--- src/rtl/ysyx_24110015_ifu_pkg.sv ---
// Shared types and constants for the multi-cycle instruction fetch unit.
package ysyx_24110015_ifu_pkg;

  typedef enum logic [1:0] {
    IDLE = 2'd0,
    AR   = 2'd1,
    R    = 2'd2,
    OUT  = 2'd3
  } ifu_state_e;

  localparam logic [1:0]  RESP_OKAY  = 2'b00;
  localparam logic [31:0] FAULT_INST = 32'h0;
  localparam int          PERF_W     = 32;

endpackage

--- src/rtl/ysyx_24110015_ifu_perf.sv ---
// Fetch performance counters: completed instructions and bus-wait cycles.
// Both counters wrap modulo 2^32.
module ysyx_24110015_ifu_perf
  import ysyx_24110015_ifu_pkg::*;
(
  input  logic              clk,
  input  logic              rst,
  input  logic              fetch_inc,
  input  logic              stall_inc,
  output logic [PERF_W-1:0] fetch_cnt,
  output logic [PERF_W-1:0] stall_cnt
);

  always_ff @(posedge clk) begin
    if (rst) begin
      fetch_cnt <= '0;
      stall_cnt <= '0;
    end else begin
      if (fetch_inc) fetch_cnt <= fetch_cnt + 1'b1;
      if (stall_inc) stall_cnt <= stall_cnt + 1'b1;
    end
  end

endmodule

--- src/rtl/ysyx_24110015_ifu_fetch.sv ---
// Multi-cycle fetch stage: PC handshake -> AR/R read -> buffered instruction to IDU.
// Define YSYX_24110015_IFU_PERF_EN to add perf_fetch_cnt / perf_stall_cnt ports.
module ysyx_24110015_ifu_fetch
  import ysyx_24110015_ifu_pkg::*;
#(
  parameter int XLEN   = 32,
  parameter int RESP_W = 2
) (
  input  logic              clk,
  input  logic              rst,
  input  logic              pc_valid,
  output logic              pc_ready,
  input  logic [XLEN-1:0]   pc,
  input  logic              flush,
  output logic              mem_arvalid,
  input  logic              mem_arready,
  output logic [XLEN-1:0]   mem_araddr,
  input  logic              mem_rvalid,
  output logic              mem_rready,
  input  logic [XLEN-1:0]   mem_rdata,
  input  logic [RESP_W-1:0] mem_rresp,
  output logic              inst_valid,
  input  logic              inst_ready,
  output logic [XLEN-1:0]   inst,
  output logic [XLEN-1:0]   inst_pc,
  output logic              inst_fault
`ifdef YSYX_24110015_IFU_PERF_EN
  ,
  output logic [31:0]       perf_fetch_cnt,
  output logic [31:0]       perf_stall_cnt
`endif
);

  ifu_state_e      state, state_next;
  logic [XLEN-1:0] pc_q, inst_q;
  logic            fault_q, drop;
  logic            pc_load, rsp_load, drop_set, misaligned;

  assign misaligned  = (pc[1:0] != 2'b00);
  assign pc_ready    = (state == IDLE);
  assign mem_arvalid = (state == AR);
  assign mem_rready  = (state == R);
  assign inst_valid  = (state == OUT);
  assign mem_araddr  = pc_q;
  assign inst_pc     = pc_q;
  assign inst        = inst_q;
  assign inst_fault  = fault_q;

  always_comb begin
    state_next = state;
    pc_load    = 1'b0;
    rsp_load   = 1'b0;
    drop_set   = 1'b0;
    unique case (state)
      IDLE: begin
        if (pc_valid) begin
          pc_load    = 1'b1;
          state_next = misaligned ? OUT : AR;
        end
      end
      AR: begin
        // arvalid must not be withdrawn, so a flush only marks the response as dead
        drop_set = flush;
        if (mem_arready) state_next = R;
      end
      R: begin
        drop_set = flush;
        if (mem_rvalid) begin
          if (drop || flush) begin
            state_next = IDLE;
          end else begin
            rsp_load   = 1'b1;
            state_next = OUT;
          end
        end
      end
      OUT: begin
        if (flush || inst_ready) state_next = IDLE;
      end
      default: state_next = IDLE;
    endcase
  end

  always_ff @(posedge clk) begin
    if (rst) begin
      state   <= IDLE;
      pc_q    <= '0;
      inst_q  <= '0;
      fault_q <= 1'b0;
      drop    <= 1'b0;
    end else begin
      state <= state_next;
      if (state_next == IDLE) drop <= 1'b0;
      else if (drop_set)      drop <= 1'b1;
      if (pc_load) begin
        pc_q <= pc;
        // misaligned PCs skip the bus and go straight out as a fault
        if (misaligned) begin
          inst_q  <= XLEN'(FAULT_INST);
          fault_q <= 1'b1;
        end
      end
      if (rsp_load) begin
        inst_q  <= mem_rdata;
        fault_q <= (mem_rresp != RESP_W'(RESP_OKAY));
      end
    end
  end

`ifdef YSYX_24110015_IFU_PERF_EN
  ysyx_24110015_ifu_perf u_perf (
    .clk       (clk),
    .rst       (rst),
    .fetch_inc (inst_valid && inst_ready && !flush),
    .stall_inc ((state == AR) || (state == R)),
    .fetch_cnt (perf_fetch_cnt),
    .stall_cnt (perf_stall_cnt)
  );
`endif

endmodule
--- config.mk ---
export PLATFORM = sky130hd
export DESIGN_NAME = ysyx_24110015_ifu_fetch
export DESIGN_NICKNAME = d
export VERILOG_FILES = /design/src/rtl/ysyx_24110015_ifu_pkg.sv /design/src/rtl/ysyx_24110015_ifu_perf.sv /design/src/rtl/ysyx_24110015_ifu_fetch.sv
export SDC_FILE = /design/constraint.sdc
export NUM_CORES = 1
export LEC_CHECK = 0
export BUFFER_PORTS_ARGS = -buffer_cell sky130_fd_sc_hd__buf_2
export CORE_MARGIN = 2
export CORE_UTILIZATION = 30
export DETAILED_ROUTE_END_ITERATION = 10
export PLACE_DENSITY = 0.6
export SLEW_MARGIN = 20
export SYNTH_ARGS = -nofsm -noshare
export SYNTH_HDL_FRONTEND = slang
export SYNTH_SLANG_ARGS = --single-unit
--- constraint.sdc ---
create_clock -name clk -period 3.14 [get_ports clk]
set_input_delay 0.785 -clock clk [delete_from_list [all_inputs] [get_ports clk]]
set_output_delay 0.785 -clock clk [all_outputs]
set_load 0.01 [all_outputs]
### Word-level counts from Yosys, hierarchy flattened

Cells that the tools add are included.

* input port bits: 73
* ROM bits: 0
* output and inout bits: 101
* memories: 0
* memory bits (writable): 0
* logic and storage cells: 38
* bits in latches: 0
* register bits: 68

* muxes and demuxes: 19
* equality and inequality tests: 3
* bitwise operators: 0
* reductions and logical operators: 11
* add/subtract/negate cells: 0
* multipliers: 0
* shift-type cells: 0
* div/mod/pow operators: 0
* order comparisons: 0

Operators by type and width (count)
* 32-bit two-way mux: 3
* 2-bit two-way mux: 6
* 1-bit two-way mux: 9
* 2-bit case mux with 4 select lines: 1
* 2-bit nonzero test: 4
* 2-bit == test, second input constant: 2
* 2-bit zero test: 2
* 2-bit OR reduction: 2
* 2-bit by 1-bit == test with 1-bit output, second input constant: 1
* 1-bit logical OR: 2
* 2-bit AND reduction: 1

### Logic depth before layout (Yosys ltp)

* depth in word-level cells: 6
* depth in mapped cells: 9

### Least setup slack after synthesis

Ideal clock, no wire load.

* kind: input-to-reg
* from: in mem_rvalid
* to: reg inst_q[10], in the netlist inst[10]
* required time: 3.012 ns
* setup slack: 1.260 ns
* cell stages on the path: 7
* arrival: 1.753 ns
* buffers on the path: 3
* cell sequence: nor4bb_1 > buf_2 > o21ba_1 > buf_6 > buf_6 > a22oi_2 > nor2_1

* longest elaborated chain between the ends: 4
* elaborated cells between the ends (all ways): 6

Ends and longest elaborated chain
* start, declared: RTL line ysyx_24110015_ifu_fetch.sv:18 `input logic mem_rvalid,`
* 1-bit two-way mux *: RTL line ysyx_24110015_ifu_fetch.sv:68 `if (mem_rvalid) begin`
* 1-bit two-way mux *: RTL line ysyx_24110015_ifu_fetch.sv:54 `unique case (state)`
* 2-bit nonzero test (no source line)
* 2-bit AND reduction (no source line)
* end signal, assigned: RTL line ysyx_24110015_ifu_fetch.sv:99 `inst_q <= XLEN'(FAULT_INST);`
* end signal, assigned: RTL line ysyx_24110015_ifu_fetch.sv:104 `inst_q <= mem_rdata;`
* end, declared: RTL line ysyx_24110015_ifu_fetch.sv:35 `logic [XLEN-1:0] pc_q, inst_q;`

Mark *: on every way between the ends. The rest lies on a longest branch, timed or not.
A chain may end at the register's enable or synchronous reset.

### Worst setup path after layout

* from: reg state[0]
* to: reg inst_q[4], in the netlist inst[4]

* longest elaborated chain between the ends: 4
* elaborated cells between the ends (all ways): 8

Ends and longest elaborated chain
* start, declared: RTL line ysyx_24110015_ifu_fetch.sv:34 `ifu_state_e state, state_next;`
* start signal, assigned: RTL line ysyx_24110015_ifu_fetch.sv:92 `state <= state_next;`
* 2-bit == test / 2-bit zero test (equally long branches): RTL line ysyx_24110015_ifu_fetch.sv:54
* 1-bit two-way mux: RTL line ysyx_24110015_ifu_fetch.sv:54
* 2-bit nonzero test (no source line)
* 2-bit AND reduction (no source line)

Parallel ways exist; a longest one is shown, timed or not.

==> metrics.md <==
| Metric | Value |
|---|---|
| Top cells by area, synth | `dfxtp_1 47%, a22oi_2 13%, nand2_1 8.6%` |
| Area after DPL | `0.00362 mm²` |
| Clock Tree Buf Depth | `2` |
| Hold-fix buffers at CTS | `0` |
| Mapped cell area | `0.00289 mm²` |
| Pre-antenna DRT Iters | `4` |
| Yosys reg bits | `68` |
| Least-Margin Pin Slew | `640 ps` |
| Crit path time final | `2160 ps` |
| First-pass GRT wire length | `11400 µm` |
| WHS Path Cells | `2` |
| Hold Path Sink | `inst_pc[24]$_SDFFE_PP0P_` |
| CTS tree | `yes` |
| H-tree depth | `3` |
| Maximum vdd drop | `277 µV` |
| Cell taking the most area after synthesis | `dfxtp_1` |
| Hold Path Class | `flip-flop to flip-flop` |
| DRC Markers | `0` |
| Max-cap violations | `0` |
| Clk pwr share | `29.9%` |
| IO buf count | `173` |
| Avg WL per Cell | `12.4 µm` |
| Row count | `35` |
| Detailed Place HPWL | `5250 µm` |
| Worst EP required | `3400 ps` |
| Max_slew headroom | `57.4%` |
| Grt total ovfl | `0` |
| Top delay family on crit path | `compound AO/OA/AOI/OAI gates` |
| Num CTS Buffers | `9` |
| Synthesized Nets | `395` |
| Post-CTS Repair Setup Buffers | `0` |
| Design Power | `3.00 mW` |
| Die area | `0.0104 mm²` |
| Inserted Diodes | `0` |
| P per Cell Area | `776 mW/mm²` |
| Clk Latency, worst-skew pair | `330 ps` |
| Cell count after synthesis | `317` |
| Layout area overhead | `33.9%` |
| CP arrival | `2410 ps` |
| Synth warn | `0` |
| WP buf/inv | `2` |
| Final hold violations | `0` |
| Clock Sinks | `68` |
| HP Start | `inst_pc[24]$_SDFFE_PP0P_` |
| Post-route clock period utilization | `68.6%` |
| Fin util | `41.7%` |
| Finished Layout Cells | `587` |
| Core area | `0.00928 mm²` |
| Most common cell after layout, fill and taps aside | `buf_2` |
| CP endpoint kind | `flip-flop` |
| Vias per cell | `4.40` |
| Post-route ant nets | `0` |
| Die W | `102 µm` |
| Root buffer cell | `clkbuf_8` |
| Final WL | `7270 µm` |
| CP Launch Type | `flip-flop` |
| R2r startpoint | `state[0]$_SDFF_PP0_` |
| Initial antenna violation count | `0` |
| Fillcell total | `964` |
| Worst Hold Slack | `464 ps` |
| Status | `finished, final reports clean` |
| Max Clock Skew | `8.53 ps` |
| R2r setup slk | `980 ps` |
| Commonest non-fill, non-tap cells in the layout | `173 x buf_2, 68 x dfxtp_1, 66 x nand2_1` |
| Psw | `1.03 mW` |
| Setup TNS | `0 ps` |
| Largest net degree at the start of global routing | `44` |
| LEAKAGE | `1.86 nW` |
| Pre-CTS setup slack | `849 ps` |
| Crit path kind | `flip-flop to flip-flop` |
| Reg2Reg Depth | `7` |
| IO Pins | `174` |
| Post-layout net count | `531` |
| Share of the synthesized area in the top cell type | `47.1%` |
| Seq pwr share | `36.3%` |
| Fmax | `464 MHz` |
| Worst path max stage delay | `650 ps` |
| Setup repair after global routing missed its margin | `no` |
| Vias in the first global route | `2517` |
| Area of the multi-input gates | `0.00117 mm²` |
| Post_cts resized | `0` |
| Worst Setup Slack, final | `984 ps` |
| Layout cells sized above 1 | `49.8%` |
| Comb pwr share | `33.8%` |
| Crit Reg-Reg Endpoint | `inst[4]$_SDFFE_PP0P_` |
| Routability congestion estimate | `0.849` |
| Cell variety after synth | `29` |
| Pins Over Slew Limit | `0` |
| Drt initial violations | `51` |
| Sequential share of the synthesized area | `47.1%` |
| Critical Path, Cell by Cell | `inv_1 > ha_1 > nor4bb_4 > o21ba_2 > buf_4 > a22oi_2 > nor2_1` |
| Seq. cell area | `0.00136 mm²` |
| Largest fanout on the critical path | `20` |
| Initial Util | `31.1%` |
| Mean Syn Cell Area | `9.11 µm²` |
| Clock slew at reported path FFs | `70 ps` |
| Die Span Y | `102 µm` |
| Switch share | `34.2%` |
| Final-report setup violation count | `0` |
| Detailed-route via count | `2582` |
| Total track usage | `13.8%` |
| Critical-path top delay cell | `o21ba_2` |
| Total internal power | `1.97 mW` |
| Placed insts | `571` |
| Fin area | `0.00387 mm²` |
-- power groups by stage --
stage,clock [mW],sequential (mW),combinational (mW)
2_1_floorplan,0,1.15,0.729
3_3_place_gp,0,1.10,1.02
3_5_place_dp,0,1.11,1.03
4_1_cts,0.930,1.09,1.03
5_1_grt,0.965,1.11,1.14
6_report,0.897,1.09,1.01
-- worst min-delay path, cell delays in order, from the launching register on --
cell	delay, ps
dfxtp_1	310
nand2_1	50
a21oi_1	50
-- state kept, by name, summed over array words and instances (netlist names) --
signal and count:
inst 32, inst_fault 1, drop 1, state 2, inst_pc 32
-- worst max path at each step --
| stage | start | endpoint | slack, ps | cells past startpoint |
|---|---|---|---|---|
| 2_1_floorplan | mem_rvalid | inst[10]$_SDFFE_PP0P_ | 1260 | 7 |
| 3_3_place_gp | mem_rvalid | inst[7]$_SDFFE_PP0P_ | 890 | 6 |
| 3_5_place_dp | mem_rvalid | inst[12]$_SDFFE_PP0P_ | 850 | 6 |
| 4_1_cts | state[0]$_SDFF_PP0_ | inst[4]$_SDFFE_PP0P_ | 960 | 7 |
| 5_1_grt | state[0]$_SDFF_PP0_ | inst[4]$_SDFFE_PP0P_ | 810 | 7 |
| 6_report | state[0]$_SDFF_PP0_ | inst[4]$_SDFFE_PP0P_ | 980 | 7 |
-- metal layers --
metal	track usage, %	up-vias	routed length [µm]
met2	24.6	106	3600
met1	15.2	1175	3040
li1	-	1296	-
met4	4.92	0	46
met5	0	-	0
met3	4.51	5	582
-- cells by family after synthesis --
group | synth area share, %
AO/OA/AOI/OAI | 22.4
buffers and inverters | 12.9
adder cells (fa/ha/maj) | 2.17
AND/OR/NAND/NOR | 15.4
flip-flops | 47.1
-- area by class of cell --
class	instances	share of cell area (%)
flip-flops and latches	68	35.2
multi-input cells	191	30.2
repair buffers	179	23.6
well taps	129	4.17
clock buffers	12	4.01
clock inverters	4	2.46
inverters	4	0.388
-- cell usage after synthesis (all sizes together) --
cell type   n
a21o        1
a21oi      33
a221oi      2
a22oi      32
a311oi      1
and2        1
buf        42
clkbuf     12
dfxtp      68
ha          5
inv         4
nand2      66
nand2b      1
nor2       34
nor2b       3
nor3        1
nor3b       2
nor4bb      1
o2111ai     1
o21ai       3
o21ba       1
o2bb2ai     1
o31ai       1
or3b        1
No activity file was read; power rests on OpenSTA's default activity.
